<file path="config.mk">
export PLATFORM = sky130hd
export DESIGN_NAME = branch_predictor_btb
export DESIGN_NICKNAME = d
export VERILOG_FILES = /design/src/rtl/branch_predictor_btb.sv
export SDC_FILE = /design/constraint.sdc
export NUM_CORES = 1
export LEC_CHECK = 0
export CAP_MARGIN = 20
export CORE_MARGIN = 2
export CORE_UTILIZATION = 60
export CTS_CLUSTER_SIZE = 10
export DETAILED_ROUTE_END_ITERATION = 16
export PLACE_DENSITY_LB_ADDON = 0.05
export SETUP_SLACK_MARGIN = 0.3
export SLEW_MARGIN = 20
export SYNTH_ARGS = -nofsm -noshare
export SYNTH_HDL_FRONTEND = slang
export SYNTH_SLANG_ARGS = --single-unit
</file>
<file path="constraint.sdc">
create_clock -name clk -period 4.82 [get_ports clk]
set_clock_uncertainty 0.1 [all_clocks]
set_input_delay 0.964 -clock clk [delete_from_list [all_inputs] [get_ports clk]]
set_output_delay 0.964 -clock clk [all_outputs]
set_load 0.02 [all_outputs]
</file>
<file path="src/rtl/branch_predictor_btb.sv">
`default_nettype none
// ============================================================================
// Module   : branch_predictor_btb
// Brief    : Direct-mapped BTB with 2-bit saturating counters, selectable
//            bimodal/gshare indexing and resolution statistics.
// Revision : 1.0 - initial release
// ============================================================================
module branch_predictor_btb #(
    parameter int PC_W    = 10,
    parameter int INDEX_W = 4,
    parameter int HIST_W  = 4,
    parameter int GSHARE  = 0,
    parameter int STAT_W  = 16
) (
    input  logic              clk,
    input  logic              rst,
    input  logic [PC_W-1:0]   lookup_pc,
    output logic              pred_hit,
    output logic              pred_taken,
    output logic [PC_W-1:0]   pred_target,
    input  logic              update_en,
    input  logic [PC_W-1:0]   update_pc,
    input  logic              update_taken,
    input  logic [PC_W-1:0]   update_target,
    input  logic              update_mispredict,
    output logic [STAT_W-1:0] stat_branches,
    output logic [STAT_W-1:0] stat_misses
);

    localparam int         c_ENTRIES  = 1 << INDEX_W;
    localparam int         c_TAG_W    = PC_W - INDEX_W;
    localparam logic [1:0] c_CTR_RST  = 2'd1;
    localparam logic [1:0] c_CTR_ALOC = 2'd2;
    localparam logic [1:0] c_CTR_MAX  = 2'd3;
    localparam logic [1:0] c_CTR_MIN  = 2'd0;

    logic [c_TAG_W-1:0]   r_tag    [c_ENTRIES];
    logic [PC_W-1:0]      r_target [c_ENTRIES];
    logic [1:0]           r_ctr    [c_ENTRIES];
    logic [c_ENTRIES-1:0] r_valid;
    logic [HIST_W-1:0]    r_ghr;
    logic [STAT_W-1:0]    r_branches;
    logic [STAT_W-1:0]    r_misses;

    logic [INDEX_W-1:0]   w_hist_ext;
    logic [INDEX_W-1:0]   w_lkp_idx;
    logic [INDEX_W-1:0]   w_upd_idx;
    logic [c_TAG_W-1:0]   w_lkp_tag;
    logic [c_TAG_W-1:0]   w_upd_tag;
    logic                 w_upd_hit;
    logic [1:0]           w_ctr_cur;
    logic [1:0]           w_ctr_next;

    assign w_hist_ext = INDEX_W'(r_ghr);
    assign w_lkp_tag  = lookup_pc[PC_W-1:INDEX_W];
    assign w_upd_tag  = update_pc[PC_W-1:INDEX_W];

    // Both lookup and update index with the registered ghr; the update side
    // therefore sees the history as it was before this cycle's shift.
    generate
        if (GSHARE != 0) begin : g_gshare
            assign w_lkp_idx = lookup_pc[INDEX_W-1:0] ^ w_hist_ext;
            assign w_upd_idx = update_pc[INDEX_W-1:0] ^ w_hist_ext;
        end else begin : g_bimodal
            assign w_lkp_idx = lookup_pc[INDEX_W-1:0];
            assign w_upd_idx = update_pc[INDEX_W-1:0];
        end
    endgenerate

    // ------------------------------------------------------------------
    // Lookup: combinational from registered state, no write-through.
    // ------------------------------------------------------------------
    always_comb begin
        pred_hit    = r_valid[w_lkp_idx] && (r_tag[w_lkp_idx] == w_lkp_tag);
        pred_taken  = pred_hit && r_ctr[w_lkp_idx][1];
        pred_target = pred_hit ? r_target[w_lkp_idx] : lookup_pc + PC_W'(1);
    end

    // ------------------------------------------------------------------
    // Update: saturating counter step for a tag hit.
    // ------------------------------------------------------------------
    always_comb begin
        w_upd_hit  = r_valid[w_upd_idx] && (r_tag[w_upd_idx] == w_upd_tag);
        w_ctr_cur  = r_ctr[w_upd_idx];
        w_ctr_next = w_ctr_cur;
        if (update_taken) begin
            if (w_ctr_cur != c_CTR_MAX) begin
                w_ctr_next = w_ctr_cur + 2'd1;
            end
        end else begin
            if (w_ctr_cur != c_CTR_MIN) begin
                w_ctr_next = w_ctr_cur - 2'd1;
            end
        end
    end

    always_ff @(posedge clk) begin
        if (rst) begin
            r_valid <= '0;
            for (int i = 0; i < c_ENTRIES; i++) begin
                r_tag[i]    <= '0;
                r_target[i] <= '0;
                r_ctr[i]    <= c_CTR_RST;
            end
        end else if (update_en) begin
            if (w_upd_hit) begin
                r_ctr[w_upd_idx] <= w_ctr_next;
                if (update_taken) begin
                    r_target[w_upd_idx] <= update_target;
                end
            end else if (update_taken) begin
                // Allocation replaces whatever occupied the slot.
                r_valid[w_upd_idx]  <= 1'b1;
                r_tag[w_upd_idx]    <= w_upd_tag;
                r_target[w_upd_idx] <= update_target;
                r_ctr[w_upd_idx]    <= c_CTR_ALOC;
            end
        end
    end

    // ------------------------------------------------------------------
    // Global history register, shifted on every resolved branch.
    // ------------------------------------------------------------------
    generate
        if (HIST_W == 1) begin : g_ghr_single
            always_ff @(posedge clk) begin
                if (rst) begin
                    r_ghr <= '0;
                end else if (update_en) begin
                    r_ghr <= update_taken;
                end
            end
        end else begin : g_ghr_shift
            always_ff @(posedge clk) begin
                if (rst) begin
                    r_ghr <= '0;
                end else if (update_en) begin
                    r_ghr <= {r_ghr[HIST_W-2:0], update_taken};
                end
            end
        end
    endgenerate

    // ------------------------------------------------------------------
    // Resolution statistics, saturating at all-ones.
    // ------------------------------------------------------------------
    always_ff @(posedge clk) begin
        if (rst) begin
            r_branches <= '0;
            r_misses   <= '0;
        end else if (update_en) begin
            if (r_branches != '1) begin
                r_branches <= r_branches + STAT_W'(1);
            end
            if (update_mispredict && (r_misses != '1)) begin
                r_misses <= r_misses + STAT_W'(1);
            end
        end
    end

    assign stat_branches = r_branches;
    assign stat_misses   = r_misses;

endmodule
`default_nettype wire

</file>
# After elaboration in Yosys (flattened, before gate mapping)
# Memory sizes are Yosys's and may differ from the RTL's.
# Cells that the tools add are included.
# word_totals
ff_bits	48
ram_bits	288
in_bits	35
elab_cells	71
memories	3
# classes
addsub	5
n_lt_le_gt_ge	3
eq_ne	5
n_mux	36
bitwise	4
reduce_logical	12
# mem_list
name	words	word_bits	read_ports	rd_ports_with_merged_regs	write_ports	line_no	source
r_target	16	10	1	0	16	38	logic [PC_W-1:0] r_target [c_ENTRIES];
r_tag	16	6	2	0	16	37	logic [c_TAG_W-1:0] r_tag [c_ENTRIES];
r_ctr	16	2	2	0	16	39	logic [1:0] r_ctr [c_ENTRIES];
# ops
op	n
16-bit by 1-bit adder with 16-bit output, second input constant	2
16-bit inequality test, second input constant	2
10-bit two-way mux	3
1-bit two-way mux	21
16-bit OR	1
6-bit == test	2
4-bit two-way mux	3
10-bit by 1-bit adder with 10-bit output, second input constant	1
4-bit by 5-bit < comparator with 1-bit output, second input constant	2
2-bit two-way mux	5
10-bit OR reduction	1
1-bit binary-select mux with 4-bit select	2
6-bit two-way mux	1
6-bit OR reduction	1
1-bit logical AND	5
1-bit demux with 4-bit select	1
4-bit by 1-bit >= comparator with 1-bit output, second input constant	1
2-bit AND reduction	2
3-bit AND reduction	1
2-bit by 1-bit adder with 2-bit output, second input constant	1
2-bit inequality test, second input constant	1
1-bit OR	2
2-bit nonzero test	1
2-bit OR reduction	1
other kinds (2)	2

# Longest topological paths before layout
# depth
ltp_word	10
mapped_depth	13

# Worst setup path before layout
# OpenSTA, ideal clock, no wires.
# synth_path
path_type	in2out
startpoint	input lookup_pc[0]
endpoint	output pred_target[1]
t_arrival_ns	3.654
required_time_ns	3.756
setup_slack_ns	0.102
stages	7
cell_sequence	buf_2 -> buf_2 -> buf_4 -> buf_1 -> mux4_2 -> mux4_2 -> mux2_2
# synth_via
elab_chain_len	4
word_cells_on_any_way	8
# synth_lines
item	line_no	source
start: declaration	17	input logic [PC_W-1:0] lookup_pc,
memory read 16 x 6 bit / 1-bit binary-select mux with 4-bit select (equally long branches)	-	
6-bit == test / 1-bit two-way mux (equally long branches)	74	pred_hit = r_valid[w_lkp_idx] && (r_tag[w_lkp_idx] == w_lkp_tag);
1-bit logical AND	74	
10-bit two-way mux (*)	76	pred_target = pred_hit ? r_target[w_lkp_idx] : lookup_pc + PC_W'(1);
end: declaration	20	output logic [PC_W-1:0] pred_target,
# Mark *: on every way between the ends. The rest lies on a longest branch, timed or not. The select of a mux whose other input is x is not followed.

# Worst setup path in the final report
# layout_path
startpoint	input lookup_pc[0]
endpoint	output pred_target[2]
# Same word-level chain as after synthesis.

==> reports/qor.yml <==
global_route:
  grt_max_degree: 57
  gr-usage-met3_pct: 7.17
  grt.busiest_layer: "met2"
  use_met1_pct: 47.1
  use_met2_pct: 50.0
  antenna_found_initial: 0
  overflow: 0
  grtUsageTotal_pct: 32.5
  grt_pass1_vias: 11600
  grt_pass1_wl_um: 72600
route:
  routedWlPerCell_um: 27.3
  drtIter0Drc: 1574
  ant_nets: 0
  avgViaCountPerCell: 6.66
  detail_route.first_pass.iterations: 5
  wl_um: 48300
  drc_errors: 0
  vias: 11800
critical_path:
  crit_required_ns: 3.76
  cp-end-kind: "output port"
  worstSetupStartpointType: "input port"
  critPathArrivalTime_ns: 3.32
  cp_max_fo: 23
  crit_type: "input port to output port"
  worst_r2r_path_depth: 7
clock_network:
  clock_sinks: 336
  cts_tree: "built"
  clock_path_buffers: 3
  cts.htree.levels: 2
  ctsRootBufferMaster: "clkbuf_16"
  cts_setup_buffers: 0
  clock_latency_ns: 0.52
  cts_buffers: 40
  path_clk_slew_ns: 0.06
synth:
  seq_area_frac_synth_pct: 55.9
  synth_area_um2: 17200
  postSynthAreaPerCell_um2: 13.6
  async_reset_ff_share_pct: 0
  synth.distinct_cells: 51
  yosys_warnings: 0
  ys_seq_elements: 336
  synthFlopType: "edfxtp_1"
  synthCells: 1261
  synth_edf_count: 288
  synth_fp_nets: 1299
placed_design:
  pre_cts_ws_ns: -0.115
  dp_hpwl_um: 31000
  place_congestion: 0.911
  port_buffers: 78
power:
  p_per_area_nw_per_um2: 343
  pwr-share-comb_pct: 10.1
  p_sw_mw: 1.59
  vdd_drop_max_v: 0.000283
  p_seq_share_pct: 49.2
  swShare_pct: 23.3
  p_int_mw: 5.22
  p_leak_nw: 7.35
  clkPwrFrac_pct: 40.8
sta:
  max_clock_freq_ghz: 0.228
  rsz0062_at_grt: "false"
  worst_slew_pin_slew_ns: 1.06
  period_needed_ns: 4.39
  fin_hold_ws_ns: 0.395
  relSlewSlack_pct: 28.8
  finalHoldViolations: 0
  post-route-period-util_pct: 91.0
  finalMaxSlewViolations: 0
  setup_viol: 0
  worst_slack_ns: 0.434
hold_path:
  min_delay_path_depth: 2
  min_path_type: "flop to flop"
flow_run:
  maxCapViolCount: 0
layout:
  area_growth_pct: 15.4
  drive_gt1_share_pct: 20.8
  layout.nets: 1395
  diodes: 0
floorplanning:
  start_util_pct: 61.4
  dieArea_um2: 30000
  io-pin-count: 79
  fp-row-count: 61
  design.core.area_um2: 28000
  dieWidth_um: 173
  die_y_um: 173
outcome:
  status: "finished, final reports clean"
## worst max-delay path: stages
cell and delay [ns]:
buf_6 0.14, buf_6 0.16, buf_12 0.23, mux4_2 0.53, mux2_2 0.30, nand3_1 0.08
o31ai_1 0.10, nand3_4 0.13, buf_6 0.16, mux2_2 0.35, clkbuf_2 0.16
## routing by layer
| layer | vias to the layer above | share of wire, % | routed length, µm |
|---|---|---|---|
| li1 | 5008 | - | - |
| met1 | 5880 | 40 | 19400 |
| met2 | 766 | 46 | 22100 |
| met3 | 102 | 11 | 5330 |
| met4 | 0 | 2.9 | 1390 |
| met5 | - | 0 | 0 |
## power groups by stage
stage                     sequential (mW)  clock (mW)  combinational (mW)
after global placement               3.40           0               0.669
after detailed placement             3.40           0               0.672
after floorplan                      3.38           0               0.428
after CTS                            3.34        2.79               0.675
after global routing                 3.36        2.90               0.718
final                                3.35        2.77               0.684
## cell usage in the layout, fill, tap and decap left out, types with 40 or more instances in the layout
| cell | count |
|---|---|
| and2_1 | 163 |
| and3_1 | 101 |
| buf_4 | 79 |
| clkbuf_16 | 40 |
| clkdlybuf4s50_1 | 59 |
| dfxtp_1 | 48 |
| edfxtp_1 | 288 |
| mux4_2 | 104 |
| nand2_1 | 40 |
| nor2_1 | 70 |
## path summary, 6_finish.rpt
check	from	slack, ns	end
setup reg to reg	r_tag[1][2]$_SDFFCE_PN0P_	1.26	r_tag[14][2]$_SDFFCE_PN0P_
setup / recovery	lookup_pc[0]	0.43	pred_target[2]
hold reg to reg	r_valid[0]$_SDFFE_PP0P_	0.39	r_valid[0]$_SDFFE_PP0P_
hold / removal	r_valid[0]$_SDFFE_PP0P_	0.39	r_valid[0]$_SDFFE_PP0P_
## kinds of logic (layout without fill, tap and decap cells)
family                     after synthesis  after routing  share of synthesized area, %
xor gates and xnor gates                44             44                          2.24
buffers and inverters                  130            257                          3.35
AOI/OAI and AO/OA                      120            120                          4.86
muxes                                  162            162                          18.2
adders and majority gates                4              4                         0.284
DFF                                    336            336                          55.9
and+or+nand+nor                        465            465                          15.2
## metrics by stage
| step | setup TNS (ns) | std cells | area [µm²] | utilization, % | total power [mW] |
|---|---|---|---|---|---|
| 6_report | 0 | 1766 | 19800 | 70.8 | 6.80 |
| 4_1_cts | 0 | 1766 | 19900 | 70.9 | 6.81 |
| 5_1_grt | 0 | 1766 | 19800 | 70.8 | 6.98 |
| 2_1_floorplan | 0 | 1261 | 17200 | - | 3.81 |
| 3_5_place_dp | -1.03 | 1692 | 18600 | 66.6 | 4.08 |
| 3_3_place_gp | -0.965 | 1692 | 18600 | 66.6 | 4.07 |
## registers in the layout (all words and copies together) (netlist names)
name           flops
stat_branches     16
r_tag             96
r_ctr             32
r_valid           16
r_target         160
stat_misses       16
## layout make-up
class | instances | area [µm²]
Fill cell | 1932 | 8170
Multi-Input combinational cell | 795 | 7050
Clock inverter | 4 | 60.1
Timing Repair Buffer | 168 | 1480
Tap cell | 378 | 473
Inverter | 16 | 60.1
Clock buffer | 69 | 1120
Sequential cell | 336 | 9610
## cell usage after synthesis, types with 3 or more instances
library cell	n	area [µm²]
edfxtp_1	288	8650
and2_1	163	1020
mux4_2	104	2340
and3_1	101	632
clkbuf_1	78	293
nor2_1	70	263
dfxtp_1	48	961
nand2_1	41	154
nand3_1	38	190
o21ai_0	35	175
mux2i_1	32	320
xor2_1	24	210
xnor2_1	20	175
buf_2	16	80.1
inv_1	16	60.1
a21oi_1	14	70.1
mux2_2	14	158
a211oi_1	13	97.6
a21o_1	13	97.6
mux4_1	12	315
nand4_1	12	75.1
a22o_1	11	96.3
buf_1	9	33.8
a41o_1	8	80.1
a31o_2	7	61.3
or3_1	7	43.8
nor2b_1	6	37.5
and4_1	5	43.8
buf_4	5	37.5
nor3_1	5	25.0
nand2b_1	4	25.0
o31a_1	4	35.0
o31ai_1	4	30.0
or4_1	4	30.0
a22oi_1	3	22.5
ha_1	3	37.5
or2_2	3	18.8
## repair_timing
action / in CTS / in global routing
pin swaps: 1 / 3
gates cloned: 1 / 0
gates resized for setup: 29 / 22
hold buffers: 0 / 0
endpoints found under the setup margin: 12 / 11
Note: power is estimated with default switching activity, not from simulation.
==> RTL change 1 (same flow settings) <==
Put a register stage on the output `pred_target`, cleared by the reset. The value now appears one clock later. The other outputs are not delayed to match.
--- a/src/rtl/branch_predictor_btb.sv
+++ b/src/rtl/branch_predictor_btb.sv
@@ -33,6 +33,8 @@
     localparam logic [1:0] c_CTR_ALOC = 2'd2;
     localparam logic [1:0] c_CTR_MAX  = 2'd3;
     localparam logic [1:0] c_CTR_MIN  = 2'd0;
+
+    logic [PC_W-1:0] pred_target_d;
 
     logic [c_TAG_W-1:0]   r_tag    [c_ENTRIES];
     logic [PC_W-1:0]      r_target [c_ENTRIES];
@@ -73,7 +75,7 @@
     always_comb begin
         pred_hit    = r_valid[w_lkp_idx] && (r_tag[w_lkp_idx] == w_lkp_tag);
         pred_taken  = pred_hit && r_ctr[w_lkp_idx][1];
-        pred_target = pred_hit ? r_target[w_lkp_idx] : lookup_pc + PC_W'(1);
+        pred_target_d = pred_hit ? r_target[w_lkp_idx] : lookup_pc + PC_W'(1);
     end
 
     // ------------------------------------------------------------------
@@ -161,6 +163,14 @@
     assign stat_branches = r_branches;
     assign stat_misses   = r_misses;
 
+    always_ff @(posedge clk) begin
+        if (rst) begin
+            pred_target <= '0;
+        end else begin
+            pred_target <= pred_target_d;
+        end
+    end
+
 endmodule
 `default_nettype wire
 
Formal check against the unedited RTL: not equivalent (a bounded check fails within 4 cycles, from zero or initial values and one cycle with rst high).
==> RTL change 1 against the unedited design <==
  * Power up 2.5%
  * Utilization shrank 0.33 points
  * Via count is 3.0% lower
  * Sequential cell count up 10
  * Critical endpoint is now pred_taken
  * Count of clock-buffer cells in the layout grew 3
  * Routed wire length decreased by 9.1%
  * Clock power grew 3%
  * Synthesized cell count fell by 0.79%
  * Global-route usage shrank 3.0 points
  * Setup slack got worse by 74 ps
  * Area after synthesis fell by 0.36%
  * Design area shrank 0.74%
==> RTL change 1: results (changes against the unedited design) <==
* Setup crit start: lookup_pc[1]
* TritonCTS buffer count at 41 (+2.5%)
* Hold Startpoint: r_valid[2]
* Prevailing post-synth register cell: edfxtp_1
* Nets@finish at 1365 (-2.2%)
* Max VDD drop at 0.338 mV (+20%)
* First-pass GRT wire length at 67700 microns (-6.8%)
* List of most frequent post-synthesis cells: 288 x edfxtp_1, 168 x and3_1, 151 x nor2_1
* Share of cells above drive strength 1 at 0.194 (-0.0141)
* Post-synth cell types at 64 (+25%)
* Synth area leaders: edfxtp_1 50%, mux4_2 14%, dfxtp_1 6.8%
* Post-DP Area at 18500 sq um (-1.0%)
* Flop-to-flop setup slack at 1300 ps (+40 ps)
* Initial DRC Count at 1125 (-29%)
* Status: complete, no violations
* Sequential area share after synthesis at 0.572 (+0.0137)
* Critical Path AT at 3400 ps (+80 ps)
* Gr usage total at 0.295 (-0.0301)
* Max_slew headroom at 0.234 (-0.0546)
* Diode count at 0 (unchanged)
* Leak Pwr at 7.23 nW (-1.6%)
* Largest net degree at the start of global routing at 47 (-18%)
* RR Endpoint: r_tag[2][4]
* Period utilization at 0.925 (+0.0154)
* R2r startpoint: r_tag[3][3]
* Worst-skew pair later-pin latency at 540 ps (+20 ps)
* Net count after synthesis at 1289 (-0.77%)
* Setup crit end: pred_taken
* Vias at 11409 (-3.0%)
* R2R depth at 8 (+1)
* Antenna violations before repair at 1 (+1)
* DP HPWL at 29900 microns (-3.7%)
RTL change 1: cell types whose count changed after synthesis, sizes merged, moves of 11 or more:
cell,unedited run,this run
a21o,13,1
a211oi,13,2
nand3,38,23
mux2i,32,43
o2bb2ai,0,16
nand2,41,55
and3,101,168
nor2,70,151
and2,163,6
RTL change 1: how the worst min path moves through the flow:
| stage | cells past startpoint | to | slack, ps |
|---|---|---|---|
| floorplan | 1 | r_valid[10] | 340 |
| global placement | 1 | r_valid[11] | 370 |
| detailed placement | 1 | r_valid[6] | 370 |
| CTS | 1 | r_valid[2] | 380 |
| global route | 1 | r_valid[11] | 400 |
| finish | 1 | r_valid[2] | 390 |
RTL change 1: worst max-delay path, stage by stage:
cell             delay, ps
buf_12                 140
mux4_2                 520
mux4_2                 500
xnor2_1                160
nand4_1                220
nor4_4                 320
buf_4                  180
and2_1                 120
clkdlybuf4s15_2        250
RTL change 1: cells by family after synthesis:
kind of cell | count (synthesis) | share of synthesized area
AO/OA/AOI/OAI | 99 | 0.0432
AND/OR/NAND/NOR | 468 | 0.142
buffers and inverters | 125 | 0.0337
flip-flops | 346 | 0.572
XOR/XNOR | 44 | 0.0225
adder cells (fa/ha/maj) | 4 | 0.00285
multiplexers | 165 | 0.184
RTL change 1: cell type report:
cell class,instances,area (sq um)
Multi-Input combinational cell,780,6780
Sequential cell,346,9810
Fill cell,1969,8240
Clock buffer,72,1170
Timing Repair Buffer,148,1380
Tap cell,378,473
Clock inverter,4,46.3
Inverter,10,37.5
RTL change 1: where the power goes:
| group | leakage, nW | switching, mW | internal, mW |
|---|---|---|---|
| Combinational | 3.45 | 0.397 | 0.300 |
| Sequential | 3.19 | 0.0617 | 3.37 |
| Clock | 0.584 | 1.19 | 1.65 |
RTL change 1: timing repair:
action                                  in CTS  in global routing
resized for setup                            8                  3
buffers inserted                             0                  0
pin swaps                                    1                  1
endpoints found under the setup margin       2                  2
RTL change 1: per-layer routing:
layer	routed length, microns	vias to the layer above	global-route usage
met5	0	-	0
met4	992	0	0.0784
met3	4100	81	0.0442
met2	20300	585	0.460
met1	18500	5735	0.441
li1	-	5008	-
RTL change 1: per-stage QoR:
stage,utilization,TNS [ps],instances,hold slack (ps)
final,0.705,0,1738,386
after global routing,0.705,0,1738,398
after CTS,0.705,0,1738,383
after detailed placement,0.661,-347,1662,372
after global placement,0.661,-206,1662,366
after floorplan,-,0,1251,343
==> RTL change 2 (same settings) <==
Without the edit above. Change the parameter `GSHARE` from 0 to 1.
--- a/src/rtl/branch_predictor_btb.sv
+++ b/src/rtl/branch_predictor_btb.sv
@@ -9,7 +9,7 @@
     parameter int PC_W    = 10,
     parameter int INDEX_W = 4,
     parameter int HIST_W  = 4,
-    parameter int GSHARE  = 0,
+    parameter int GSHARE  = 1,
     parameter int STAT_W  = 16
 ) (
     input  logic              clk,
Formal check against the unedited RTL: not equivalent (a bounded check fails within 4 cycles, from zero or initial values and one cycle with rst high).
==> RTL change 2 against the unedited design <==
  * The flow now finishes with violations (setup timing)
  * Largest power group unchanged
  * Sequential cell count increased by 4
  * Critical path depth up 3
  * Area after synthesis rose by 0.89%
  * Maximum frequency shrank 11%
  * Design area rose by 5.1%
  * Routed wire length increased by 1.0%
  * Combinational power is 42% higher
  * Power rose by 3.9%
  * Setup slack lost 530 ps
==> RTL change 2: results (changes against the unedited design) <==
* Status: finished with violations
* Failing checks: setup timing
* Least-Margin Pin Slew at 989 ps (-69.4 ps)
* Sequential area share after synthesis at 0.558 (about the same)
* Synth Instances at 1339 (+6.2%)
* Setup total negative slack at -606 ps (-606 ps)
* Postcts setup bufs at 10 (+10)
* Buffering overhead at 0.102 (+0.0281)
* Multi-input comb cells at 875 (+10%)
* Final non-filler cell total at 1896 (+7.4%)
* Routed vias/inst at 6.36 (-4.4%)
* Post-synth cell types at 56 (+9.8%)
* Fillers at 1917 (-0.78%)
* Leak Pwr at 7.62 nW (+3.7%)
* Share of cells above drive strength 1 at 0.217 (+0.00872)
* First-pass GRT wire length at 73600 microns (+1.4%)
* Synth Area in Compound Gates at 0.0479 (-0.000719)
* Clkbuf count at 70 (+1.4%)
* Cells after DPL at 1810 (+7.0%)
* First-pass DRT Iterations at 8 (+3)
* Logic inverters at 24 (+8)
* Final setup viols at 12 (+12)
* Largest net degree at the start of global routing at 58 (+1.8%)
* Synth Area in XOR/XNOR at 0.0279 (+0.00550)
* Placer Congestion at 0.918 (+0.80%)
* Net count after synthesis at 1377 (+6.0%)
* Footprint of the multi-input gates at 7290 sq um (+3.4%)
* Critical Path AT at 3850 ps (+530 ps)
* Setup WS post-layout at -91.6 ps (-525 ps)
* DP HPWL at 33800 microns (+8.9%)
* Synth area leaders: edfxtp_1 50%, mux4_2 13%, dfxtp_1 6.0%
* Register area at 9690 sq um (+0.85%)
* Routed length per instance at 25.7 microns (-5.9%)
==> RTL change 2: cell count changes in the layout (fill, tap and decap cells not counted), moves of 16 or more <==
cell,delta
nor2_1,+101
and3_1,-94
nand2_1,+66
nand2b_1,+30
buf_12,+23
o21ai_0,+16
==> RTL change 2: worst paths after layout <==
kind,slack [ps],startpoint,cells after the start,end
min reg2reg,380,r_valid[14],2,r_valid[14]
max reg2reg,1040,r_ghr[0],11,r_tag[7][4]
min,380,r_valid[14],2,r_valid[14]
max,-90,lookup_pc[1],14,pred_target[1]
==> RTL change 2: per-stage QoR <==
step	setup WS, ps	util	cell area (sq um)
finish	-91.6	0.729	20900
global route	-212	0.729	20900
CTS	-63.2	0.729	20900
detailed placement	-981	0.678	19400
global placement	-986	0.678	19400
floorplan	175	-	17500
==> RTL change 2: routing by layer <==
layer,part of all wire,global-route usage,wire length (microns),up-vias
met5,0,0,0,-
met4,0.037,0.114,1810,0
met3,0.088,0.0507,4300,129
met1,0.40,0.458,19300,6018
li1,-,-,-,5208
met2,0.48,0.529,23300,707
==> RTL change 2: kinds of logic after synthesis <==
logic type	count (synthesis)
adder cells (fa/ha/maj)	3
flip-flops	340
multiplexers	142
buffers and inverters	124
XOR/XNOR	51
AND/OR/NAND/NOR	561
AO/OA/AOI/OAI	118
==> RTL change 2: where the power goes <==
| group | total (mW) | switching [mW] | leakage (nW) | internal (mW) |
|---|---|---|---|---|
| clock | 2.76 | 1.15 | 0.564 | 1.62 |
| combinational | 0.973 | 0.515 | 3.71 | 0.458 |
| sequential | 3.33 | 0.0508 | 3.34 | 3.28 |
| total | 7.07 | 1.71 | 7.62 | 5.36 |
